<file path="config.mk">
export PLATFORM = sky130hd
export DESIGN_NAME = mem_access_unit
export DESIGN_NICKNAME = d
export VERILOG_FILES = /design/src/rtl/mem_access_unit_pkg.sv /design/src/rtl/mem_access_unit_load_align.sv /design/src/rtl/mem_access_unit.sv
export SDC_FILE = /design/constraint.sdc
export NUM_CORES = 1
export LEC_CHECK = 0
export CORE_ASPECT_RATIO = 0.6
export CORE_UTILIZATION = 49
export CTS_BUF_LIST = sky130_fd_sc_hd__clkbuf_4
export DETAILED_ROUTE_END_ITERATION = 8
export PLACE_DENSITY = 0.95
export SYNTH_ARGS = -nofsm -noshare
export SYNTH_HDL_FRONTEND = slang
export SYNTH_SLANG_ARGS = --single-unit
</file>
<file path="constraint.sdc">
create_clock -name clk -period 4.4 [get_ports clk]
set_input_delay 1.32 -clock clk [delete_from_list [all_inputs] [get_ports clk]]
set_output_delay 1.32 -clock clk [all_outputs]
set_load 0.02 [all_outputs]
</file>
<file path="src/rtl/mem_access_unit_pkg.sv">
// Shared constants for the memory-access unit: RISC-V load/store encodings,
// enable/disable literals and the size/alignment legality helper.
package mem_access_unit_pkg;

  localparam logic ENABLE  = 1'b1;
  localparam logic DISABLE = 1'b0;

  localparam logic [31:0] ZERO_WORD = 32'h0000_0000;
  localparam logic [4:0]  ZERO_REG  = 5'd0;

  localparam logic [6:0] OPC_LOAD  = 7'b0000011;
  localparam logic [6:0] OPC_STORE = 7'b0100011;

  localparam logic [2:0] F3_LB  = 3'b000;
  localparam logic [2:0] F3_LH  = 3'b001;
  localparam logic [2:0] F3_LW  = 3'b010;
  localparam logic [2:0] F3_LBU = 3'b100;
  localparam logic [2:0] F3_LHU = 3'b101;

  localparam logic [2:0] F3_SB = 3'b000;
  localparam logic [2:0] F3_SH = 3'b001;
  localparam logic [2:0] F3_SW = 3'b010;

  // True when funct3 names a real access of this direction and the byte
  // address is naturally aligned for that access size.
  function automatic logic accessLegal(input logic we, input logic [2:0] funct3,
                                       input logic [1:0] addrLow);
    logic ok;
    ok = DISABLE;
    case (funct3)
      F3_LB:   ok = ENABLE;
      F3_LH:   ok = ~addrLow[0];
      F3_LW:   ok = (addrLow == 2'b00);
      F3_LBU:  ok = ~we;
      F3_LHU:  ok = ~we & ~addrLow[0];
      default: ok = DISABLE;
    endcase
    return ok;
  endfunction

  // True for the two opcodes that legitimately reach the memory stage.
  function automatic logic isMemOpcode(input logic [6:0] opcode);
    return (opcode == OPC_LOAD) || (opcode == OPC_STORE);
  endfunction

endpackage

</file>
<file path="src/rtl/mem_access_unit_load_align.sv">
// Picks the addressed byte/halfword out of a bus word and sign- or
// zero-extends it according to the load funct3.
module mem_access_unit_load_align
  import mem_access_unit_pkg::*;
(
  input  logic [31:0] rdata_i,
  input  logic [1:0]  addr_i,
  input  logic [2:0]  funct3_i,
  output logic [31:0] result_o
);

  logic [7:0]  byteSel;
  logic [15:0] halfSel;

  // Lane selection followed by extension for the requested load size.
  always_comb begin
    byteSel  = rdata_i[7:0];
    halfSel  = addr_i[1] ? rdata_i[31:16] : rdata_i[15:0];
    result_o = rdata_i;
    case (addr_i)
      2'b00:   byteSel = rdata_i[7:0];
      2'b01:   byteSel = rdata_i[15:8];
      2'b10:   byteSel = rdata_i[23:16];
      default: byteSel = rdata_i[31:24];
    endcase
    case (funct3_i)
      F3_LB:   result_o = {{24{byteSel[7]}}, byteSel};
      F3_LBU:  result_o = {24'h000000, byteSel};
      F3_LH:   result_o = {{16{halfSel[15]}}, halfSel};
      F3_LHU:  result_o = {16'h0000, halfSel};
      default: result_o = rdata_i;
    endcase
  end

endmodule

</file>
<file path="src/rtl/mem_access_unit.sv">
// Memory-stage responder: takes one load/store from the EXMEM register,
// runs the req/gnt (+rvalid) bus handshake with a wait timeout, and issues
// the aligned, extended load result as a one-cycle register writeback.
module mem_access_unit
  import mem_access_unit_pkg::*;
#(
  parameter int unsigned TIMEOUT_CYCLES = 16,
  parameter int unsigned ADDR_W         = 32
) (
  input  logic              clk,
  input  logic              rst_n,
  input  logic              exmem2mem_valid_i,
  input  logic              exmem2mem_mem_en_i,
  input  logic              exmem2mem_we_i,
  input  logic [ADDR_W-1:0] exmem2mem_addr_i,
  input  logic [31:0]       exmem2mem_data_i,
  input  logic [6:0]        exmem2mem_opcode_i,
  input  logic [2:0]        exmem2mem_funct3_i,
  input  logic [4:0]        exmem2mem_rd_i,
  output logic              mem2exmem_ready_o,
  output logic              mem2cu_stall_o,
  output logic              bus_req_o,
  output logic              bus_we_o,
  output logic [ADDR_W-1:0] bus_addr_o,
  output logic [3:0]        bus_be_o,
  output logic [31:0]       bus_wdata_o,
  input  logic              bus_gnt_i,
  input  logic              bus_rvalid_i,
  input  logic [31:0]       bus_rdata_i,
  output logic              mem2regs_wb_en_o,
  output logic [4:0]        mem2regs_rd_addr_o,
  output logic [31:0]       mem2regs_rd_data_o,
  output logic              mem2cu_misalign_o,
  output logic              mem2cu_timeout_o
);

  typedef enum logic [1:0] {
    ST_IDLE = 2'd0,
    ST_REQ  = 2'd1,
    ST_RESP = 2'd2,
    ST_DONE = 2'd3
  } state_e;

  localparam logic [3:0] BE_BYTE = 4'b0001;
  localparam logic [3:0] BE_HALF = 4'b0011;
  localparam logic [3:0] BE_WORD = 4'b1111;

  localparam int unsigned CNT_W = (TIMEOUT_CYCLES > 1) ? $clog2(TIMEOUT_CYCLES) : 1;
  localparam logic [CNT_W-1:0] CNT_LAST = CNT_W'(TIMEOUT_CYCLES - 1);

  state_e              state_q;
  logic [CNT_W-1:0]    waitCnt_q;
  logic [4:0]          rd_q;
  logic [2:0]          funct3_q;
  logic [1:0]          addrLow_q;
  logic                ready_q;
  logic                stall_q;
  logic                busReq_q;
  logic                busWe_q;
  logic [ADDR_W-1:0]   busAddr_q;
  logic [3:0]          busBe_q;
  logic [31:0]         busWdata_q;
  logic                wbEn_q;
  logic [4:0]          rdAddr_q;
  logic [31:0]         rdData_q;
  logic                misalign_q;
  logic                timeout_q;

  logic [3:0]          be_d;
  logic [31:0]         wdata_d;
  logic                accessOk_d;
  logic [31:0]         loadResult;
  logic                accept;

  // The opcode travels with the request for tracing only; direction comes from we.
  logic unusedOpcode;
  assign unusedOpcode = isMemOpcode(exmem2mem_opcode_i);

  assign accept = exmem2mem_valid_i & exmem2mem_mem_en_i;

  // Byte-lane enables, replicated store data and legality for the incoming request.
  always_comb begin
    be_d       = BE_WORD;
    wdata_d    = exmem2mem_data_i;
    accessOk_d = accessLegal(exmem2mem_we_i, exmem2mem_funct3_i, exmem2mem_addr_i[1:0]);
    case (exmem2mem_funct3_i)
      F3_SB, F3_LBU: begin
        be_d    = BE_BYTE << exmem2mem_addr_i[1:0];
        wdata_d = {4{exmem2mem_data_i[7:0]}};
      end
      F3_SH, F3_LHU: begin
        be_d    = BE_HALF << exmem2mem_addr_i[1:0];
        wdata_d = {2{exmem2mem_data_i[15:0]}};
      end
      F3_SW:   be_d = BE_WORD;
      default: be_d = BE_WORD;
    endcase
  end

  mem_access_unit_load_align u_load_align (
    .rdata_i  (bus_rdata_i),
    .addr_i   (addrLow_q),
    .funct3_i (funct3_q),
    .result_o (loadResult)
  );

  // Transaction FSM with every output registered alongside the state.
  always_ff @(posedge clk or negedge rst_n) begin
    if (!rst_n) begin
      state_q    <= ST_IDLE;
      waitCnt_q  <= '0;
      rd_q       <= ZERO_REG;
      funct3_q   <= 3'b000;
      addrLow_q  <= 2'b00;
      ready_q    <= ENABLE;
      stall_q    <= DISABLE;
      busReq_q   <= DISABLE;
      busWe_q    <= DISABLE;
      busAddr_q  <= '0;
      busBe_q    <= 4'b0000;
      busWdata_q <= ZERO_WORD;
      wbEn_q     <= DISABLE;
      rdAddr_q   <= ZERO_REG;
      rdData_q   <= ZERO_WORD;
      misalign_q <= DISABLE;
      timeout_q  <= DISABLE;
    end else begin
      wbEn_q     <= DISABLE;
      misalign_q <= DISABLE;
      timeout_q  <= DISABLE;
      case (state_q)
        ST_IDLE: begin
          if (accept) begin
            rd_q      <= exmem2mem_rd_i;
            funct3_q  <= exmem2mem_funct3_i;
            addrLow_q <= exmem2mem_addr_i[1:0];
            ready_q   <= DISABLE;
            if (accessOk_d) begin
              state_q    <= ST_REQ;
              waitCnt_q  <= '0;
              stall_q    <= ENABLE;
              busReq_q   <= ENABLE;
              busWe_q    <= exmem2mem_we_i;
              busAddr_q  <= {exmem2mem_addr_i[ADDR_W-1:2], 2'b00};
              busBe_q    <= be_d;
              busWdata_q <= wdata_d;
            end else begin
              state_q    <= ST_DONE;
              misalign_q <= ENABLE;
            end
          end
        end
        ST_REQ: begin
          if (bus_gnt_i) begin
            busReq_q  <= DISABLE;
            waitCnt_q <= '0;
            if (busWe_q) begin
              state_q <= ST_DONE;
              stall_q <= DISABLE;
            end else begin
              state_q <= ST_RESP;
            end
          end else if (waitCnt_q == CNT_LAST) begin
            state_q   <= ST_DONE;
            busReq_q  <= DISABLE;
            stall_q   <= DISABLE;
            timeout_q <= ENABLE;
          end else begin
            waitCnt_q <= waitCnt_q + CNT_W'(1);
          end
        end
        ST_RESP: begin
          if (bus_rvalid_i) begin
            state_q <= ST_DONE;
            stall_q <= DISABLE;
            if (rd_q != ZERO_REG) begin
              wbEn_q   <= ENABLE;
              rdAddr_q <= rd_q;
              rdData_q <= loadResult;
            end
          end else if (waitCnt_q == CNT_LAST) begin
            state_q   <= ST_DONE;
            stall_q   <= DISABLE;
            timeout_q <= ENABLE;
          end else begin
            waitCnt_q <= waitCnt_q + CNT_W'(1);
          end
        end
        default: begin
          state_q <= ST_IDLE;
          ready_q <= ENABLE;
        end
      endcase
    end
  end

  assign mem2exmem_ready_o  = ready_q;
  assign mem2cu_stall_o     = stall_q;
  assign bus_req_o          = busReq_q;
  assign bus_we_o           = busWe_q;
  assign bus_addr_o         = busAddr_q;
  assign bus_be_o           = busBe_q;
  assign bus_wdata_o        = busWdata_q;
  assign mem2regs_wb_en_o   = wbEn_q;
  assign mem2regs_rd_addr_o = rdAddr_q;
  assign mem2regs_rd_data_o = rdData_q;
  assign mem2cu_misalign_o  = misalign_q;
  assign mem2cu_timeout_o   = timeout_q;

endmodule

</file>
==> Word level (Yosys, flattened, before mapping) <==
Cells that the tools add are included.
{ "word_totals": {"register_bits": 126, "in_bits": 118, "output_inout_bits": 112} }
{ "classes": {"add_sub_neg": 1, "eq_ne": 17, "shift": 2, "n_mux": 41, "bitwise": 5, "n_reduce_logical": 18} }
{ "op_table": {"columns": ["op", "count"], "rows": [
  ["32-bit case mux with 4 select lines", 1],
  ["32-bit case mux with 2 select lines", 1],
  ["8-bit case mux with 3 select lines", 1],
  ["4-bit two-way mux", 5],
  ["1-bit two-way mux", 19],
  ["16-bit two-way mux", 1],
  ["3-bit equality test, second input constant", 4],
  ["4-bit case mux with 3 select lines", 1],
  ["4-bit AND reduction", 3],
  ["2-bit two-way mux", 5],
  ["4-bit case mux with 2 select lines", 1],
  ["3-bit by 1-bit equality test with 1-bit output, second input constant", 2],
  ["2-bit logical NOT", 3],
  ["3-bit logical NOT", 2],
  ["2-bit inequality test, second input constant", 3],
  ["3-bit inequality test, second input constant", 2],
  ["1-bit case mux with 2 select lines", 3],
  ["2-bit case mux with 3 select lines", 1],
  ["3-bit AND reduction", 2],
  ["2-bit OR reduction", 3],
  ["1-bit case mux with 5 select lines", 1],
  ["5-bit nonzero test", 1],
  ["4-bit by 1-bit adder with 4-bit output, second input constant", 1],
  ["2-bit by 1-bit equality test with 1-bit output, second input constant", 2],
  ["11 further kinds", 16]
]} }

==> Depth between registers and ports, before layout <==
{ "logic_depth": {"depth_word": 6, "ltp_mapped": 9, "mapped_depth_nobuf": 7} }

==> Cells and area by module <==
A second synthesis with hierarchy kept.
{ "hier_totals": {"hier_cells": 552, "area_unflattened_um2": 6382.4} }
{ "by_module_without_submodules": {"columns": ["mod", "n_inst", "cells_each", "area_per_inst_um2", "seq_area_each_um2"], "rows": [
  ["mem_access_unit", 1, 419, 5412.7, 3154.3],
  ["mem_access_unit_load_align", 1, 133, 969.7, 0.0]
]} }

==> Least setup slack after synthesis <==
OpenSTA, ideal clock, no wires.
{ "synth_timing": {"kind": "in2reg", "startpoint": "input exmem2mem_funct3_i[0]", "endpoint": "register busAddr_q[28], in the netlist bus_addr_o[28]", "t_arrival_ns": 2.396, "setup_slack_ns": 1.876, "stages": 5, "cell_sequence": "nor4_2 > o21bai_1 > buf_4 > buf_6 > mux2_1"} }
{ "synth_between": {"elab_chain_len": 3, "word_cells_on_any_way": 7, "classes_between": "eq/ne (4); mux (1); reduce/logical (2)"} }
{ "synth_lines": {"columns": ["element", "line", "text"], "rows": [
  ["start: declaration", "mem_access_unit.sv:18", "input logic [2:0] exmem2mem_funct3_i,"],
  ["3-bit equality test, or another cell as far along", "mem_access_unit_pkg.sv:30", "case (funct3)"],
  ["1-bit case mux with 5 select lines *", "mem_access_unit_pkg.sv:30", null],
  ["3-bit AND reduction (no source line) *", null, null],
  ["end signal: assignment", "mem_access_unit.sv:144", "busAddr_q <= {exmem2mem_addr_i[ADDR_W-1:2], 2'b00};"],
  ["end: declaration", "mem_access_unit.sv:60", "logic [ADDR_W-1:0] busAddr_q;"]
]} }
Every way passes the cells marked *; elsewhere a longest branch is shown, timed or not.
A chain may end at the register's enable or synchronous reset.

==> Worst setup path after layout <==
{ "layout_timing": {"startpoint": "input bus_rvalid_i", "endpoint": "register rdData_q[18], in the netlist mem2regs_rd_data_o[18]"} }
{ "layout_between": {"elab_chain_len": 1} }
{ "layout_lines": {"columns": ["element", "line", "text"], "rows": [
  ["start: declaration", "mem_access_unit.sv:28", "input logic bus_rvalid_i,"],
  ["3-bit AND reduction (no source line)", null, null],
  ["end signal: assignment", "mem_access_unit.sv:179", "rdData_q <= loadResult;"],
  ["end: declaration", "mem_access_unit.sv:65", "logic [31:0] rdData_q;"]
]} }
No other way between the ends.

==> results.cfg <==
[cts]
clk_path_buf_depth = 2
clock-sinks = 126
cts_resized = 0
post_cts_buffers = 0
cts_hold_buf = 0
clk_pin_slew_ns = 0.12
cts_root_buf = clkbuf_4
cts_tree = done
cts_made_buffers = 17
htreeDepth = 4
clk_latency_ns = 0.52

[finish]
nets = 883
syn_to_final_growth_pct = 43.6
fillers = 760
fin_area_um2 = 8610
layout-drive-gt1-share_pct = 12.7
final_core_util_pct = 74.2
multi_input_area_um2 = 2630
regArea_um2 = 3150

[floorplanning]
die-area_um2 = 12700
ioPinCount = 230
start_util_pct = 51.7
num_rows = 30
die_w_um = 145
die_h_um = 87.7
core-area_um2 = 11600

[pwr]
power_leakage_nw = 3.70
ir_worst_vdd_mv = 0.345
power_density_nw_per_um2 = 701

[setup_path]
r2r_cells = 7
timing.rr.end = mem2regs_rd_data_o[18]
critPathArrivalTime_ns = 3.45
cp_data_required_time_ns = 4.80
worstReg2RegStart = state_q[0]
reg2reg_setup_slack_ns = 1.81
cp-end-kind = flip-flop
start_kind = primary input
crit_fanout = 25
critPathKind = in -> reg

[detailed_routing]
routed_via_density = 5.59
detail-route-antenna-nets = 0
dr.pass1.iters = 5
drt-initial-drc-count = 471
via_count = 5211
routedWlPerCell_um = 19.1
routed_wirelength_um = 17900
drc = 0

[timing]
hold-worst-slack_ns = 0.498
max_freq_ghz = 0.328
setup_viol = 0
timing.final.crit_period_ns = 3.05
finalMaxSlewViolations = 0
worst_slew_pin_slew_ns = 1.02
fin_crit_sh_pct = 69.4
finClkSkew_ns = 0.0165
relSlewSlack_pct = 32.0
fin_tns_setup_ns = 0
rsz0062_at_grt = no
hold_viol = 0

[outcome]
outcome = completed

[logic_synthesis]
syn_area_um2 = 5990
ys_warn_count = 0
yosys.area.top_type = dfrtp_1
synth_seq_area_share_pct = 52.6
synthMostInstantiatedCell = dfrtp_1
synth_commonest_cells = dfrtp_1, nand2_1, mux2_2
synth_top_area_share_pct = 52.2
synth_ff_type = dfrtp_1
synth_edf_count = 0
synth.distinct_cells = 54
synthCells = 550
synthTopCellsByArea = dfrtp_1, mux2_2, mux2i_1, o21ai_0, nand2_1
synth_seq_cells = 126
async_reset_ff_share_pct = 100
avgSynthCellArea_um2 = 10.9

[placed_design]
hpwl_um = 13100
gp_congestion = 0.923
port_buffers = 220
placed_cell_area_um2 = 8300

[hold_path]
hold_path_depth = 2
hold_class = reg -> reg
min_to = mem2regs_rd_data_o[14]
min_from = mem2regs_rd_data_o[14]

[global_route]
first_global_vias = 5229
antenna_found_initial = 1
grt_pass1_wl_um = 27000
groute.usage.overall_pct = 28.3
grt_remaining_overflow = 0
grt_max_degree = 97

[flow_run]
cap_violations = 0
-- report_power, final --
part           switching, W  internal [W]
Sequential         0.000387       0.00169
Combinational       0.00162       0.00149
Clock              0.000453      0.000401
-- cell families after synthesis --
logic type / count (synthesis) / share of synthesized area (%)
compound gates: 154 / 16.4
fa+ha+maj: 6 / 1.25
buf+inv: 48 / 3.72
flops: 126 / 52.6
mux: 88 / 15.7
other cells: 1 / 0.0626
simple gates: 127 / 10.2
-- metrics by stage --
stage / worst slack, ns / total power [W] / std cells
after floorplan: 1.88 / 0.00374 / 551
after global placement: 0.976 / 0.00500 / 900
after detailed placement: 0.813 / 0.00518 / 900
after CTS: 1.36 / 0.00605 / 931
after global routing: 1.17 / 0.00636 / 932
final: 1.35 / 0.00604 / 933
-- cell type report --
| cell class | instances | area share, % |
|---|---|---|
| diodes | 2 | 0.0582 |
| clock buffers | 18 | 1.57 |
| clock inverters | 13 | 1.93 |
| inverters | 10 | 0.436 |
| multi-input cells | 377 | 30.6 |
| flip-flops and latches | 126 | 36.7 |
| well taps | 160 | 2.33 |
| repair buffers | 227 | 26.5 |
-- how the worst max path moves through the flow --
stage | startpoint | to | slack, ns
floorplan | exmem2mem_funct3_i[0] | bus_addr_o[28] | 1.88
global placement | bus_rvalid_i | mem2regs_rd_data_o[17] | 0.98
detailed placement | bus_rvalid_i | mem2regs_rd_data_o[18] | 0.81
CTS | mem2exmem_ready_o | mem2exmem_ready_o | 1.36
global route | bus_rvalid_i | mem2regs_rd_data_o[18] | 1.17
finish | bus_rvalid_i | mem2regs_rd_data_o[18] | 1.35
-- placed cells by master, fill, tap and decap left out, types with 3 or more instances in the layout --
| cell type | instances |
|---|---|
| a211oi_1 | 9 |
| inv_1 | 9 |
| clkbuf_4 | 18 |
| o22ai_1 | 5 |
| dfrtp_1 | 125 |
| o211ai_1 | 17 |
| o21ai_0 | 44 |
| nor2_1 | 21 |
| ha_1 | 6 |
| buf_4 | 6 |
| nor2b_1 | 22 |
| nand2b_1 | 6 |
| o31ai_1 | 10 |
| nand3_1 | 3 |
| bufinv_16 | 3 |
| mux2_2 | 46 |
| clkdlybuf4s50_1 | 219 |
| mux2i_1 | 39 |
| clkinv_4 | 4 |
| a21oi_1 | 32 |
| o21ai_1 | 11 |
| a31oi_1 | 4 |
| nor3_1 | 3 |
| mux2_1 | 3 |
| nand2_1 | 58 |
| and3_1 | 4 |
| o21bai_1 | 3 |
-- state kept, by name (all words and copies together), names as in the netlist --
register            cells
addrLow_q               2
bus_addr_o             30
bus_be_o                4
bus_req_o               1
bus_wdata_o            32
bus_we_o                1
funct3_q                3
mem2cu_misalign_o       1
mem2cu_stall_o          1
mem2cu_timeout_o        1
mem2exmem_ready_o       1
mem2regs_rd_addr_o      5
mem2regs_rd_data_o     32
mem2regs_wb_en_o        1
rd_q                    5
state_q                 2
waitCnt_q               4
-- routing by layer --
| metal | global-route usage (%) | part of all wire, % |
|---|---|---|
| met3 | 6.94 | 6.6 |
| met1 | 36.3 | 42 |
| met5 | 0 | 0 |
| met4 | 11.2 | 2.6 |
| met2 | 46.4 | 49 |
-- critical path: stages --
cell             delay (ns)
clkdlybuf4s50_1        0.54
nand2_1                0.20
a21o_1                 0.56
inv_2                  0.39
o211ai_1               0.30
o21ai_0                0.15
No activity file was read; power rests on OpenSTA's default activity.
